===== config.mk =====
export PLATFORM = sky130hd
export DESIGN_NAME = game_tick_scheduler
export DESIGN_NICKNAME = d
export VERILOG_FILES = /design/src/rtl/game_pkg.sv /design/src/rtl/frame_sync_div.sv /design/src/rtl/game_tick_scheduler.sv
export SDC_FILE = /design/constraint.sdc
export NUM_CORES = 1
export LEC_CHECK = 0
export ABC_AREA = 0
export BUFFER_PORTS_ARGS = -buffer_cell sky130_fd_sc_hd__buf_4
export CORE_MARGIN = 4
export CORE_UTILIZATION = 55
export DETAILED_ROUTE_END_ITERATION = 12
export PLACE_DENSITY_LB_ADDON = 0.05
export SLEW_MARGIN = 20
export SYNTH_ARGS = -nofsm -noshare
export SYNTH_HDL_FRONTEND = slang
export SYNTH_SLANG_ARGS = --single-unit

===== constraint.sdc =====
create_clock -name clk -period 2.4 [get_ports clk]
set_input_delay 0.36 -clock clk [delete_from_list [all_inputs] [get_ports clk]]
set_output_delay 0.36 -clock clk [all_outputs]
set_load 0.02 [all_outputs]

===== src/rtl/game_pkg.sv =====
// Shared step indices, FSM state type and request decode for the game tick scheduler.
package game_pkg;

    localparam int unsigned STEP_W       = 4;
    localparam int unsigned STEP_PLAYER  = 0;
    localparam int unsigned STEP_BULLET  = 1;
    localparam int unsigned STEP_DDAVER  = 2;
    localparam int unsigned STEP_COLLIDE = 3;

    typedef enum logic [2:0] {
        StIdle,
        StLatch,
        StPlayer,
        StBullet,
        StDdaver,
        StCollide,
        StFinish
    } tick_state_t;

    function automatic logic [STEP_W-1:0] step_onehot(input tick_state_t st);
        logic [STEP_W-1:0] req;
        req = '0;
        case (st)
            StPlayer:  req[STEP_PLAYER]  = 1'b1;
            StBullet:  req[STEP_BULLET]  = 1'b1;
            StDdaver:  req[STEP_DDAVER]  = 1'b1;
            StCollide: req[STEP_COLLIDE] = 1'b1;
            default:   req = '0;
        endcase
        return req;
    endfunction

endpackage


===== src/rtl/frame_sync_div.sv =====
// Synchronises vsync into clk, detects its falling edge and divides frames into tick_due pulses.
module frame_sync_div #(
    parameter int unsigned FRAMES_PER_TICK = 4
) (
    input  logic clk,
    input  logic rst,
    input  logic vsync,
    input  logic hold,
    output logic frame_pulse,
    output logic tick_due
);

    localparam int unsigned CW = (FRAMES_PER_TICK > 1) ? $clog2(FRAMES_PER_TICK) : 1;
    localparam logic [CW-1:0] FRAME_LAST = CW'(FRAMES_PER_TICK - 1);

    // [0],[1] form the synchroniser, [2] is the history bit for edge detection.
    logic [2:0]    sync_q;
    logic [CW-1:0] frame_cnt_q;

    always_ff @(posedge clk) begin
        if (!rst) begin
            sync_q      <= '1;
            frame_cnt_q <= '0;
            frame_pulse <= 1'b0;
            tick_due    <= 1'b0;
        end else begin
            sync_q      <= {sync_q[1:0], vsync};
            frame_pulse <= sync_q[2] & ~sync_q[1];
            tick_due    <= 1'b0;
            if (frame_pulse && !hold) begin
                if (frame_cnt_q == FRAME_LAST) begin
                    frame_cnt_q <= '0;
                    tick_due    <= 1'b1;
                end else begin
                    frame_cnt_q <= frame_cnt_q + CW'(1);
                end
            end
        end
    end

endmodule


===== src/rtl/game_tick_scheduler.sv =====
// Per-tick sequencer: latches nunchuck inputs and walks the updater through its steps,
// handling pause, fire-edge detection, overrun and step timeouts.
module game_tick_scheduler
    import game_pkg::*;
#(
    parameter int unsigned FRAMES_PER_TICK = 4,
    parameter int unsigned DDAVER_DIV      = 8,
    parameter int unsigned TIMEOUT_CYCLES  = 65535
) (
    input  logic              clk,
    input  logic              rst,
    input  logic              vsync,
    input  logic [7:0]        stick_y,
    input  logic              z,
    input  logic              c,
    input  logic              bullet_active,
    input  logic              step_done,
    output logic [STEP_W-1:0] step_req,
    output logic [7:0]        stick_y_q,
    output logic              fire,
    output logic              paused,
    output logic              busy,
    output logic              overrun,
    output logic              timeout,
    output logic [15:0]       tick_count
);

    localparam int unsigned DW = (DDAVER_DIV > 1) ? $clog2(DDAVER_DIV) : 1;
    localparam int unsigned TW = (TIMEOUT_CYCLES > 1) ? $clog2(TIMEOUT_CYCLES) : 1;
    localparam logic [DW-1:0] DDAVER_LAST  = DW'(DDAVER_DIV - 1);
    localparam logic [TW-1:0] TIMEOUT_LAST = TW'(TIMEOUT_CYCLES - 1);

    tick_state_t   state_q, state_d;
    logic          frame_pulse, tick_due;
    logic          c_prev_q, pause_pend_q, z_prev_q, bullet_run_q;
    logic [DW-1:0] ddaver_cnt_q;
    logic [TW-1:0] step_cnt_q;
    logic          in_step, step_expired, step_adv, ddaver_run, fire_new, pause_edge;

    frame_sync_div #(
        .FRAMES_PER_TICK(FRAMES_PER_TICK)
    ) u_frame_sync_div (
        .clk        (clk),
        .rst        (rst),
        .vsync      (vsync),
        .hold       (paused),
        .frame_pulse(frame_pulse),
        .tick_due   (tick_due)
    );

    always_comb begin
        state_d      = state_q;
        in_step      = (state_q == StPlayer) || (state_q == StBullet) ||
                       (state_q == StDdaver) || (state_q == StCollide);
        step_expired = in_step && (step_cnt_q == TIMEOUT_LAST);
        step_adv     = in_step && (step_done || step_expired);
        ddaver_run   = (ddaver_cnt_q == DDAVER_LAST);
        fire_new     = z & ~z_prev_q;
        pause_edge   = frame_pulse & c & ~c_prev_q;

        case (state_q)
            StIdle:    if (tick_due && !paused) state_d = StLatch;
            StLatch:   state_d = StPlayer;
            // Skipped steps are bypassed directly from the previous step's done cycle.
            StPlayer: begin
                if (step_adv) begin
                    if (bullet_run_q)    state_d = StBullet;
                    else if (ddaver_run) state_d = StDdaver;
                    else                 state_d = StCollide;
                end
            end
            StBullet:  if (step_adv) state_d = ddaver_run ? StDdaver : StCollide;
            StDdaver:  if (step_adv) state_d = StCollide;
            StCollide: if (step_adv) state_d = StFinish;
            StFinish:  state_d = StIdle;
            default:   state_d = StIdle;
        endcase
    end

    always_ff @(posedge clk) begin
        if (!rst) begin
            state_q      <= StIdle;
            step_req     <= '0;
            stick_y_q    <= '0;
            fire         <= 1'b0;
            paused       <= 1'b0;
            busy         <= 1'b0;
            overrun      <= 1'b0;
            timeout      <= 1'b0;
            tick_count   <= '0;
            c_prev_q     <= 1'b0;
            pause_pend_q <= 1'b0;
            z_prev_q     <= 1'b0;
            bullet_run_q <= 1'b0;
            ddaver_cnt_q <= '0;
            step_cnt_q   <= '0;
        end else begin
            state_q    <= state_d;
            step_req   <= step_onehot(state_d);
            busy       <= (state_d != StIdle);
            step_cnt_q <= (in_step && !step_adv) ? step_cnt_q + TW'(1) : '0;

            if (tick_due && state_q != StIdle) overrun <= 1'b1;
            if (step_expired && !step_done)    timeout <= 1'b1;
            if (frame_pulse)                   c_prev_q <= c;

            // Toggles seen mid-tick are parked and applied once the tick finishes.
            if (state_q == StIdle) begin
                if (pause_edge) paused <= ~paused;
            end else if (state_q == StFinish) begin
                paused       <= paused ^ pause_pend_q ^ pause_edge;
                pause_pend_q <= 1'b0;
            end else if (pause_edge) begin
                pause_pend_q <= ~pause_pend_q;
            end

            if (state_q == StLatch) begin
                stick_y_q    <= stick_y;
                fire         <= fire_new;
                z_prev_q     <= z;
                bullet_run_q <= bullet_active | fire_new;
            end

            if (state_q == StFinish) begin
                tick_count   <= tick_count + 16'd1;
                fire         <= 1'b0;
                ddaver_cnt_q <= ddaver_run ? '0 : ddaver_cnt_q + DW'(1);
            end
        end
    end

endmodule


==> impl_metrics.tcl, run 1 <==
set metrics [dict create \
    status "finished clean" \
    viasPerCell 5.18 \
    num_vias 2213 \
    critPathLaunchType "flop" \
    finalSetupViolations 0 \
    tritoncts "built" \
    multi_input_area_mm2 0.00140 \
    route.detailed.drc 0 \
    nFillCells 425 \
    p_per_area_mw_per_mm2 591 \
    min_to "u_frame_sync_div.sync_q[0]" \
    r2r_slack_ns 0.39 \
    fmax_mhz 498 \
    skew_ns 0.00506 \
    cts_resized 0 \
    ctsHoldBuffers 0 \
    rr_endpoint "step_req[1]" \
    cp.arrival_ns 2.24 \
    seqCellArea_mm2 0.00132 \
    n_antenna_cell 0 \
    combinationalPowerShare_pct 2.4 \
    design_area_mm2 0.00337 \
    synth-compound-area-share_pct 8.11 \
    syn2layout_area_growth_pct 20.8 \
    p_int_w 0.00158 \
    grt_pass1_vias 2156 \
    synth-edff-count 0 \
    grt_first_pass_wirelength_mm 9.32 \
    gp_congestion 0.763 \
    finalHoldViolations 0 \
    netSwitchingFraction_pct 20.6 \
    max-vdd-ir-drop_uv 376 \
    end_kind "flop" \
    use_met3_pct 7.82 \
    crit_fanout 5 \
    cp-startpoint "step_cnt_q[2]" \
    whs_path_depth 2 \
    slew_headroom_pct 56.8 \
    numClockSinks 66 \
    grt_util_met1_pct 22.2 \
    initial_core_util_pct 58.0 \
    synthSimpleGateAreaFrac_pct 28.2 \
    drt_iter0_drc 167 \
    yosysSeqAreaShare_pct 47.3 \
    max-cap-violations 0 \
    clockBufferDepth 2 \
    drt_first_pass_iters 4 \
    synthFlopType "dfxtp_1" \
    dp_hpwl_mm 3.60 \
    nNetsFinal 376 \
    period_needed_ns 2.01 \
    worstHoldStart "vsync" \
    antenna_found_initial 0 \
    drv_slew 0 \
    leakagePower_nw 1.36 \
    tightest_slew_ns 0.643 \
    synth.cell_area_mm2 0.00279 \
    pwr-share-clk_pct 42.4 \
    busiest_layer "met2" \
    io_buffers 47 \
    num_io_pins 48 \
    cts_max_level 3 \
    drt-total-wl_mm 5.23 \
    synthesis.nets 329 \
    worst_slack_ns 0.391 \
    r2r-start "step_cnt_q[2]" \
    worstSetupPathType "flop to flop" \
    post-route-period-util_pct 83.7 \
    place_area_mm2 0.00319 \
    drive_gt1_share_pct 19.2 \
    grt_usage_pct 19.0 \
    pre_cts_ws_ns 0.453 \
    core_area_mm2 0.00482 \
    rows 25 \
    use_met2_pct 30.5 \
    p_seq_share_pct 55.2 \
    fin_cells 427 \
    clkSlewWorstSetupHoldPaths_ns 0.06 \
    cp.required_ns 2.63 \
    rr_worst_depth 5 \
    cts_made_buffers 9 \
    synth-async-reset-ratio_pct 0 \
    synth_seq_cells 66 \
    yosysWarnings 0 \
    fin_setup_tns_ns 0 \
    synthTopCellsByArea "dfxtp_1 47%, nand2_1 5.8%, xnor2_1 5.3%" \
    grt_max_degree 52 \
    synthMuxAreaShare_pct 2.15 \
    yosysTopAreaCell "dfxtp_1" \
    die_area_mm2 0.00628 \
    syn_area_per_cell_um2 9.07 \
    wl_per_cell_um 12.3 \
    synth_top_family_by_area "simple AND/OR/NAND/NOR gates" \
    ant_nets 0 \
    ctsRootBufferMaster "clkbuf_8" \
    syn_inst 308 \
    dieWidth_um 79.3 \
    ys_types 40 \
    dp_cells 411 \
    min_path_type "input pin to flop" \
    synthAdderAreaFrac_pct 2.69 \
    netlist.area_leader.share_pct 47.3 \
    die_h_um 79.3 \
    overflow 0 \
    switchingPower_w 0.000412 \
    synth_xor_area_share_pct 9.09 \
    clkLatencyLatePin_ns 0.34 \
    cts_setup_buffers 0 \
    rsz0062_at_grt "false" \
]
==> Yosys cell counts, drive strengths merged, types with 2 or more instances <==
master / number
inv: 6
and2: 17
ha: 6
xor2: 12
nor2b: 10
nor3: 6
a21boi: 12
o21ai: 6
and3: 5
nand3: 11
xnor2: 17
nor2: 27
nand2: 43
mux2i: 6
nor3b: 2
nand2b: 6
and4: 2
dfxtp: 66
nor4: 3
clkbuf: 11
a21oi: 6
a211oi: 2
nand4: 8
a31oi: 2
and3b: 4
==> registers in the layout, indices dropped and copies added, names as in the netlist, 2 cells and up <==
register,cells
u_frame_sync_div.sync_q,3
state_q,3
u_frame_sync_div.frame_cnt_q,2
step_cnt_q,16
step_req,4
ddaver_cnt_q,3
tick_count,16
stick_y_q,8
==> cell families after synthesis <==
kind of cell / count (synthesis)
simple gates: 150
flops: 66
compound gates: 33
xor+xnor: 29
buf+inv: 18
mux: 6
fa+ha+maj: 6
==> stage by stage <==
step / power, W / hold slack (ns) / utilization, %
2_1_floorplan: 0.00115 / 0.386 / -
3_3_place_gp: 0.00117 / 0.394 / 66.3
3_5_place_dp: 0.00117 / 0.402 / 66.3
4_1_cts: 0.00202 / 0.204 / 70.1
5_1_grt: 0.00209 / 0.195 / 70.1
6_report: 0.00199 / 0.212 / 70.1
==> layer usage <==
layer / vias up / share of wire [%]
met4: 0 / 2.0
met3: 11 / 5.3
met1: 1031 / 47
met5: - / 0
li1: 1127 / -
met2: 44 / 46
==> area by class of cell <==
| cell class | instances | area share, % |
|---|---|---|
| inverter | 6 | 0.667 |
| clock buffer | 14 | 5.12 |
| timing repair buffer | 48 | 10.7 |
| tap | 67 | 2.48 |
| multi-input combinational | 224 | 41.6 |
| sequential | 66 | 39.2 |
| clock inverter | 2 | 0.297 |
==> worst max-delay path, stage by stage (launching register included) <==
cell and delay, ns:
dfxtp_1 0.42, nand4_2 0.18, nor4_1 0.62, a21o_1 0.22
a221o_1 0.23, nor4b_1 0.25
==> how the worst max path moves through the flow <==
stage / endpoint / slack, ns
after floorplan: step_req[3] / 0.57
after global placement: step_req[1] / 0.50
after detailed placement: step_req[3] / 0.45
after CTS: step_req[3] / 0.44
after global routing: step_req[0] / 0.26
final: step_req[1] / 0.39
==> placed cells by master (no fill, tap or decap), types with 2 or more instances in the layout <==
cell type	synthesis	final
clkinv_2	0	2
clkbuf_8	0	12
a211oi_1	2	2
dfxtp_1	66	66
nor4_1	2	2
nor3_1	6	6
xnor2_1	17	17
nand2_1	43	43
buf_4	0	48
xor2_1	12	12
a21boi_0	12	12
and4_1	2	2
nand2b_1	6	6
and2_1	16	16
nand3_1	11	11
and3b_1	4	4
nand4_1	7	7
nor2b_1	10	10
o21ai_0	6	6
ha_1	6	6
a21oi_1	6	6
and3_1	5	5
nor3b_1	2	2
mux2i_1	6	6
nor2_1	27	27
inv_1	6	6
clkbuf_1	11	2
a31oi_1	2	2
==> power groups by stage <==
stage	logic (W)	clock network, W	registers [W]
final	0.0000483	0.000845	0.00110
after global routing	0.0000544	0.000931	0.00110
after CTS	0.0000495	0.000868	0.00110
after detailed placement	0.0000491	0	0.00113
after global placement	0.0000486	0	0.00113
after floorplan	0.0000245	0	0.00113
No activity file was read; power rests on OpenSTA's default activity.
==> run 2: changes to the inputs <==
--- a/config.mk
+++ b/config.mk
@@ -8,7 +8,7 @@
 export ABC_AREA = 0
 export BUFFER_PORTS_ARGS = -buffer_cell sky130_fd_sc_hd__buf_4
 export CORE_MARGIN = 4
-export CORE_UTILIZATION = 55
+export CORE_UTILIZATION = 50
 export DETAILED_ROUTE_END_ITERATION = 12
 export PLACE_DENSITY_LB_ADDON = 0.05
 export SLEW_MARGIN = 20
==> constraint.sdc (replaced) <==
create_clock -name clk -period 1.73 [get_ports clk]
set_input_delay 0.2595 -clock clk [delete_from_list [all_inputs] [get_ports clk]]
set_output_delay 0.2595 -clock clk [all_outputs]
set_load 0.02 [all_outputs]
==> run 2 against run 1 <==
Compared with the run above:
- the flow now finishes with violations (setup timing)
- via count increased by 3.9%
- hold slack got worse by 0.10 ns
- wire length increased by 8.4%
- cell area increased by 11%
- sequential cell count unchanged
- die area increased by 9.0%
- clock skew decreased by 0.00063 ns
- register-to-register slack got worse by 0.55 ns
- largest cell class unchanged
- highest routed layer unchanged
==> impl_metrics.tcl, run 2 (same netlist as run 1, synthesis figures left out) <==
set metrics [dict create \
    slew_headroom_pct 68.3 \
    drt_iter0_drc 94 \
    drt_first_pass_iters 4 \
    combinationalPowerShare_pct 2.5 \
    cp.required_ns 1.96 \
    end_kind "flop" \
    post-route-period-util_pct 109 \
    numClockSinks 66 \
    rows 26 \
    gp_congestion 0.813 \
    switchingPower_w 0.000569 \
    nNetsFinal 413 \
    pwr-share-clk_pct 44.0 \
    wl_per_cell_um 12.2 \
    n_antenna_cell 0 \
    die_area_mm2 0.00685 \
    die_h_um 82.8 \
    route.detailed.drc 0 \
    critPathLaunchType "flop" \
    seqCellArea_mm2 0.00133 \
    critPathMaxStageDelay_ns 0.40 \
    drt-total-wl_mm 5.67 \
    clkLatencyLatePin_ns 0.33 \
    final_cell_mix "84 x buf_4, 60 x dfxtp_1, 42 x nand2_1" \
    path_cells "inv_2, ha_2, nand4_1, o41a_1, and2_4, a221o_1, and3b_1" \
    nFillCells 445 \
    ctsHoldBuffers 0 \
    ant_nets 0 \
    initial_core_util_pct 53.0 \
    grt_first_pass_wirelength_mm 9.74 \
    ctsRootBufferMaster "clkbuf_8" \
    clockBufferDepth 2 \
    p_int_w 0.00229 \
    clkSlewWorstSetupHoldPaths_ns 0.06 \
    netSwitchingFraction_pct 19.9 \
    crit_fanout 5 \
    grt_max_degree 52 \
    status "finished with violations" \
    p_per_area_mw_per_mm2 763 \
    fmax_mhz 529 \
    worstSetupPathType "flop to flop" \
    cpMaxStageDelayCell "a221o_1" \
    drv_slew 0 \
    cp.arrival_ns 2.12 \
    final_common_cell "buf_4" \
    cts_made_buffers 9 \
    overflow 0 \
    violations "setup timing" \
    p_seq_share_pct 53.5 \
    num_io_pins 48 \
    skew_ns 0.00443 \
    dieWidth_um 82.8 \
    max-vdd-ir-drop_uv 493 \
    io_buffers 47 \
    multi_input_area_mm2 0.00146 \
    fin_setup_tns_ns -0.650 \
    rsz0062_at_grt "true" \
    dp_hpwl_mm 3.97 \
    period_needed_ns 1.89 \
    fin_cells 465 \
    grt_pass1_vias 2243 \
    syn2layout_area_growth_pct 33.9 \
    largestRegisters "step_cnt_q: 16 flops, tick_count: 16 flops, stick_y_q: 8 flops" \
    utilization_pct 71.0 \
    dp_cells 449 \
    leakagePower_nw 1.58 \
    pre_cts_ws_ns -0.116 \
    fin_hold_ws_ns 0.112 \
    min_path_type "input pin to flop" \
    worst_slack_ns -0.161 \
    antenna_found_initial 0 \
    tightest_slew_ns 0.472 \
    core_area_mm2 0.00527 \
    num_vias 2299 \
    finalHoldViolations 0 \
    finalSetupViolations 5 \
    drive_gt1_share_pct 30.9 \
    viasPerCell 4.94 \
    cts_max_level 3 \
    tritoncts "built" \
    max-cap-violations 0 \
    grt_usage_pct 18.5 \
]
-- run 2: changes by cell type in the layout (fill, tap and decap cells not counted), moves of 2 or more --
cell	previous run	this run
a21oi_1	6	4
a21oi_2	0	2
buf_4	48	84
clkbuf_1	2	0
dfxtp_1	66	60
dfxtp_2	0	6
-- run 2: worst max-delay path, delay by kind of cell, from the launching register on --
family	cells	cell delay (ns)
compound gates	2	0.77
simple gates	3	0.51
flops	1	0.32
fa+ha+maj	1	0.15
buf+inv	1	0.04
-- run 2: routing by layer --
metal	part of all wire [%]	routed length [um]	up-vias	GRT usage, %
met1	47	2660	1034	23.2
met2	46	2590	53	29.1
li1	-	-	1205	-
met3	6.5	368	7	7.38
met5	0	0	-	0
met4	1.1	60	0	6.05
-- run 2: power by group through the flow --
stage	Clock, W	Combinational, W	Sequential [W]
5_1_grt	0.00136	0.0000789	0.00153
4_1_cts	0.00130	0.0000696	0.00153
3_5_place_dp	0	0.0000690	0.00156
6_report	0.00126	0.0000709	0.00153
3_3_place_gp	0	0.0000688	0.00156
2_1_floorplan	0	0.0000340	0.00156
-- run 2: path summary, 6_finish.rpt --
| kind | start | to | slack [ns] | depth (start not counted) |
|---|---|---|---|---|
| setup / recovery | step_cnt_q[0] | step_req[3] | -0.16 | 7 |
| hold / removal | vsync | u_frame_sync_div.sync_q[0] | 0.11 | 2 |
| setup reg to reg | step_cnt_q[0] | step_req[3] | -0.16 | 7 |
| hold reg to reg | u_frame_sync_div.sync_q[0] | u_frame_sync_div.sync_q[1] | 0.41 | 1 |
-- run 2: timing repair --
| action | in CTS | in global routing |
|---|---|---|
| resized for setup | 2 | 10 |
| buffers inserted | 1 | 1 |
| setup endpoints to repair | 5 | 11 |
| pin swaps | 1 | 2 |
-- run 2: layout make-up --
type | instances | area share, %
repair buffers | 85 | 17.4
flip-flops and latches | 66 | 35.5
well taps | 70 | 2.34
inverters | 6 | 0.602
clock buffers | 11 | 4.05
multi-input cells | 224 | 39.0
clock inverters | 3 | 1.07
-- run 2: metrics by stage --
step | instance area, um2 | total power (W)
after global placement | 3490 | 0.00163
final | 3740 | 0.00286
after floorplan | 2810 | 0.00160
after CTS | 3700 | 0.00289
after detailed placement | 3490 | 0.00163
after global routing | 3740 | 0.00297
==> run 3: changes to the inputs <==
--- a/config.mk
+++ b/config.mk
@@ -8,9 +8,10 @@
 export ABC_AREA = 0
 export BUFFER_PORTS_ARGS = -buffer_cell sky130_fd_sc_hd__buf_4
 export CORE_MARGIN = 4
-export CORE_UTILIZATION = 50
+export CORE_UTILIZATION = 45
 export DETAILED_ROUTE_END_ITERATION = 12
 export PLACE_DENSITY_LB_ADDON = 0.05
+export RECOVER_POWER = 25
 export SLEW_MARGIN = 20
 export SYNTH_ARGS = -nofsm -noshare
 export SYNTH_HDL_FRONTEND = slang
==> run 3 against run 2 <==
Compared with the run above:
- utilization down 10 points
- sequential power about the same
- count of clock-buffer cells in the layout up 3
- largest cell class unchanged
- cell count up 0.86%
- worst setup slack better by 0.075 ns
- total power down 7.3%
- largest power group unchanged
- non-clock buffer count down 1
- die area up 10%
- the run still ends with setup timing left
- first-iteration DRC count down 37%
- sequential cell count unchanged
- register-to-register slack better by 0.08 ns
- fmax up 4.1%
==> impl_metrics.tcl, run 3 (same netlist as run 1, synthesis figures left out) <==
set metrics [dict create \
    clkSlewWorstSetupHoldPaths_ns 0.06 \
    leakagePower_nw 1.48 \
    whs_path_depth 2 \
    r2r_slack_ns -0.09 \
    final_cell_mix "67 x buf_4, 60 x dfxtp_1, 43 x nand2_1" \
    rows 28 \
    min_to "u_frame_sync_div.sync_q[0]" \
    viasPerCell 4.90 \
    fin_hold_ws_ns 0.118 \
    die_h_um 86.8 \
    fin_cells 469 \
    cp.arrival_ns 2.03 \
    cp_top_family "compound AO/OA/AOI/OAI gates" \
    finalHoldViolations 0 \
    worstHoldStart "vsync" \
    dieWidth_um 86.8 \
    design_area_mm2 0.00361 \
    drt_iter0_drc 59 \
    status "finished with violations" \
    route.detailed.drc 0 \
    max-cap-violations 0 \
    num_io_pins 48 \
    wl_per_cell_um 12.0 \
    post-route-period-util_pct 105 \
    worst_slack_ns -0.0859 \
    num_vias 2296 \
    io_buffers 47 \
    cpMaxStageDelayCell "a221o_1" \
    r2r-start "step_cnt_q[0]" \
    place_area_mm2 0.00349 \
    drv_slew 0 \
    nNetsFinal 412 \
    drive_gt1_share_pct 24.1 \
    rr_worst_depth 7 \
    dp_cells 454 \
    drt-total-wl_mm 5.63 \
    rsz0062_at_grt "true" \
    antenna_found_initial 0 \
    n_antenna_cell 0 \
    ant_nets 0 \
    largestRegisters "step_cnt_q: 16 flops, tick_count: 16 flops, stick_y_q: 8 flops" \
    cts_made_buffers 9 \
    cts_max_level 3 \
    grt_max_degree 52 \
    final_common_cell "buf_4" \
    grt_first_pass_wirelength_mm 9.80 \
    period_needed_ns 1.82 \
    core_area_mm2 0.00596 \
    pre_cts_ws_ns -0.110 \
    numClockSinks 66 \
    critPathMaxStageDelay_ns 0.37 \
    cp_num_buf_inv 1 \
    clockBufferDepth 2 \
    path_cells "inv_1, ha_1, nand4_1, o41a_1, and2_4, a221o_1, nor4b_2" \
    clkLatencyLatePin_ns 0.33 \
    tritoncts "built" \
    overflow 0 \
    crit_fanout 5 \
    slew_headroom_pct 71.2 \
    grt_pass1_vias 2289 \
    dp_hpwl_mm 3.97 \
    worstSetupPathType "flop to flop" \
    initial_core_util_pct 46.9 \
    syn2layout_area_growth_pct 29.3 \
    min_path_type "input pin to flop" \
    critPathLaunchType "flop" \
    cp.required_ns 1.94 \
    max-vdd-ir-drop_uv 638 \
    ctsRootBufferMaster "clkbuf_8" \
    skew_ns 0.00412 \
    violations "setup timing" \
    finalSetupViolations 5 \
    tightest_slew_ns 0.432 \
    grt_usage_pct 16.3 \
    die_area_mm2 0.00753 \
    rr_endpoint "step_req[1]" \
    fmax_mhz 551 \
    end_kind "flop" \
    drt_first_pass_iters 4 \
    gp_congestion 0.831 \
    p_per_area_mw_per_mm2 733 \
]
[run 3: area by class of cell]
type	count	area, um2
Fill cell	594	2340
Timing Repair Buffer	84	583
Sequential cell	66	1330
Multi-Input combinational cell	224	1430
Tap cell	75	93.8
Clock buffer	14	153
Inverter	6	22.5
[run 3: routing by layer]
layer  GRT usage, %  routed length (um)  part of all wire, %  vias to the layer above
li1               -                   -                    -                     1199
met1           20.1                2620                   46                     1054
met2           26.6                2690                   48                       39
met3           6.18                 286                  5.1                        4
met4           4.25                  37                 0.66                        0
met5              0                   0                    0                        -
[run 3: stage by stage]
step	utilization, %	total power, W	TNS, ns
3_5_place_dp	58.7	0.00163	-0.457
6_report	60.7	0.00265	-0.343
3_3_place_gp	58.7	0.00163	-0.343
5_1_grt	60.7	0.00277	-0.841
4_1_cts	61.2	0.00270	-0.418
2_1_floorplan	-	0.00160	-0.115
[run 3: what timing repair did]
action                                 4_1_cts  5_1_grt
setup buffers                                0        1
setup endpoints to repair                    5        8
pin swaps                                    2        1
resized for setup                            0        4
endpoints found under the hold margin        0        0
hold buffers                                 0        0
[run 3: worst max-delay path by stage]
stage,startpoint,to,slack (ns),depth (start not counted)
final,step_cnt_q[0],step_req[1],-0.09,7
after global routing,step_cnt_q[0],step_req[2],-0.18,7
after CTS,step_cnt_q[0],step_req[1],-0.1,8
after detailed placement,step_cnt_q[0],step_req[3],-0.11,7
after global placement,step_cnt_q[0],step_req[3],-0.1,7
after floorplan,step_cnt_q[0],step_req[3],-0.05,7
[run 3: where the power goes]
part           switching, W  internal, W
logic             0.0000318    0.0000380
registers        0.00000252      0.00152
clock network      0.000503     0.000546
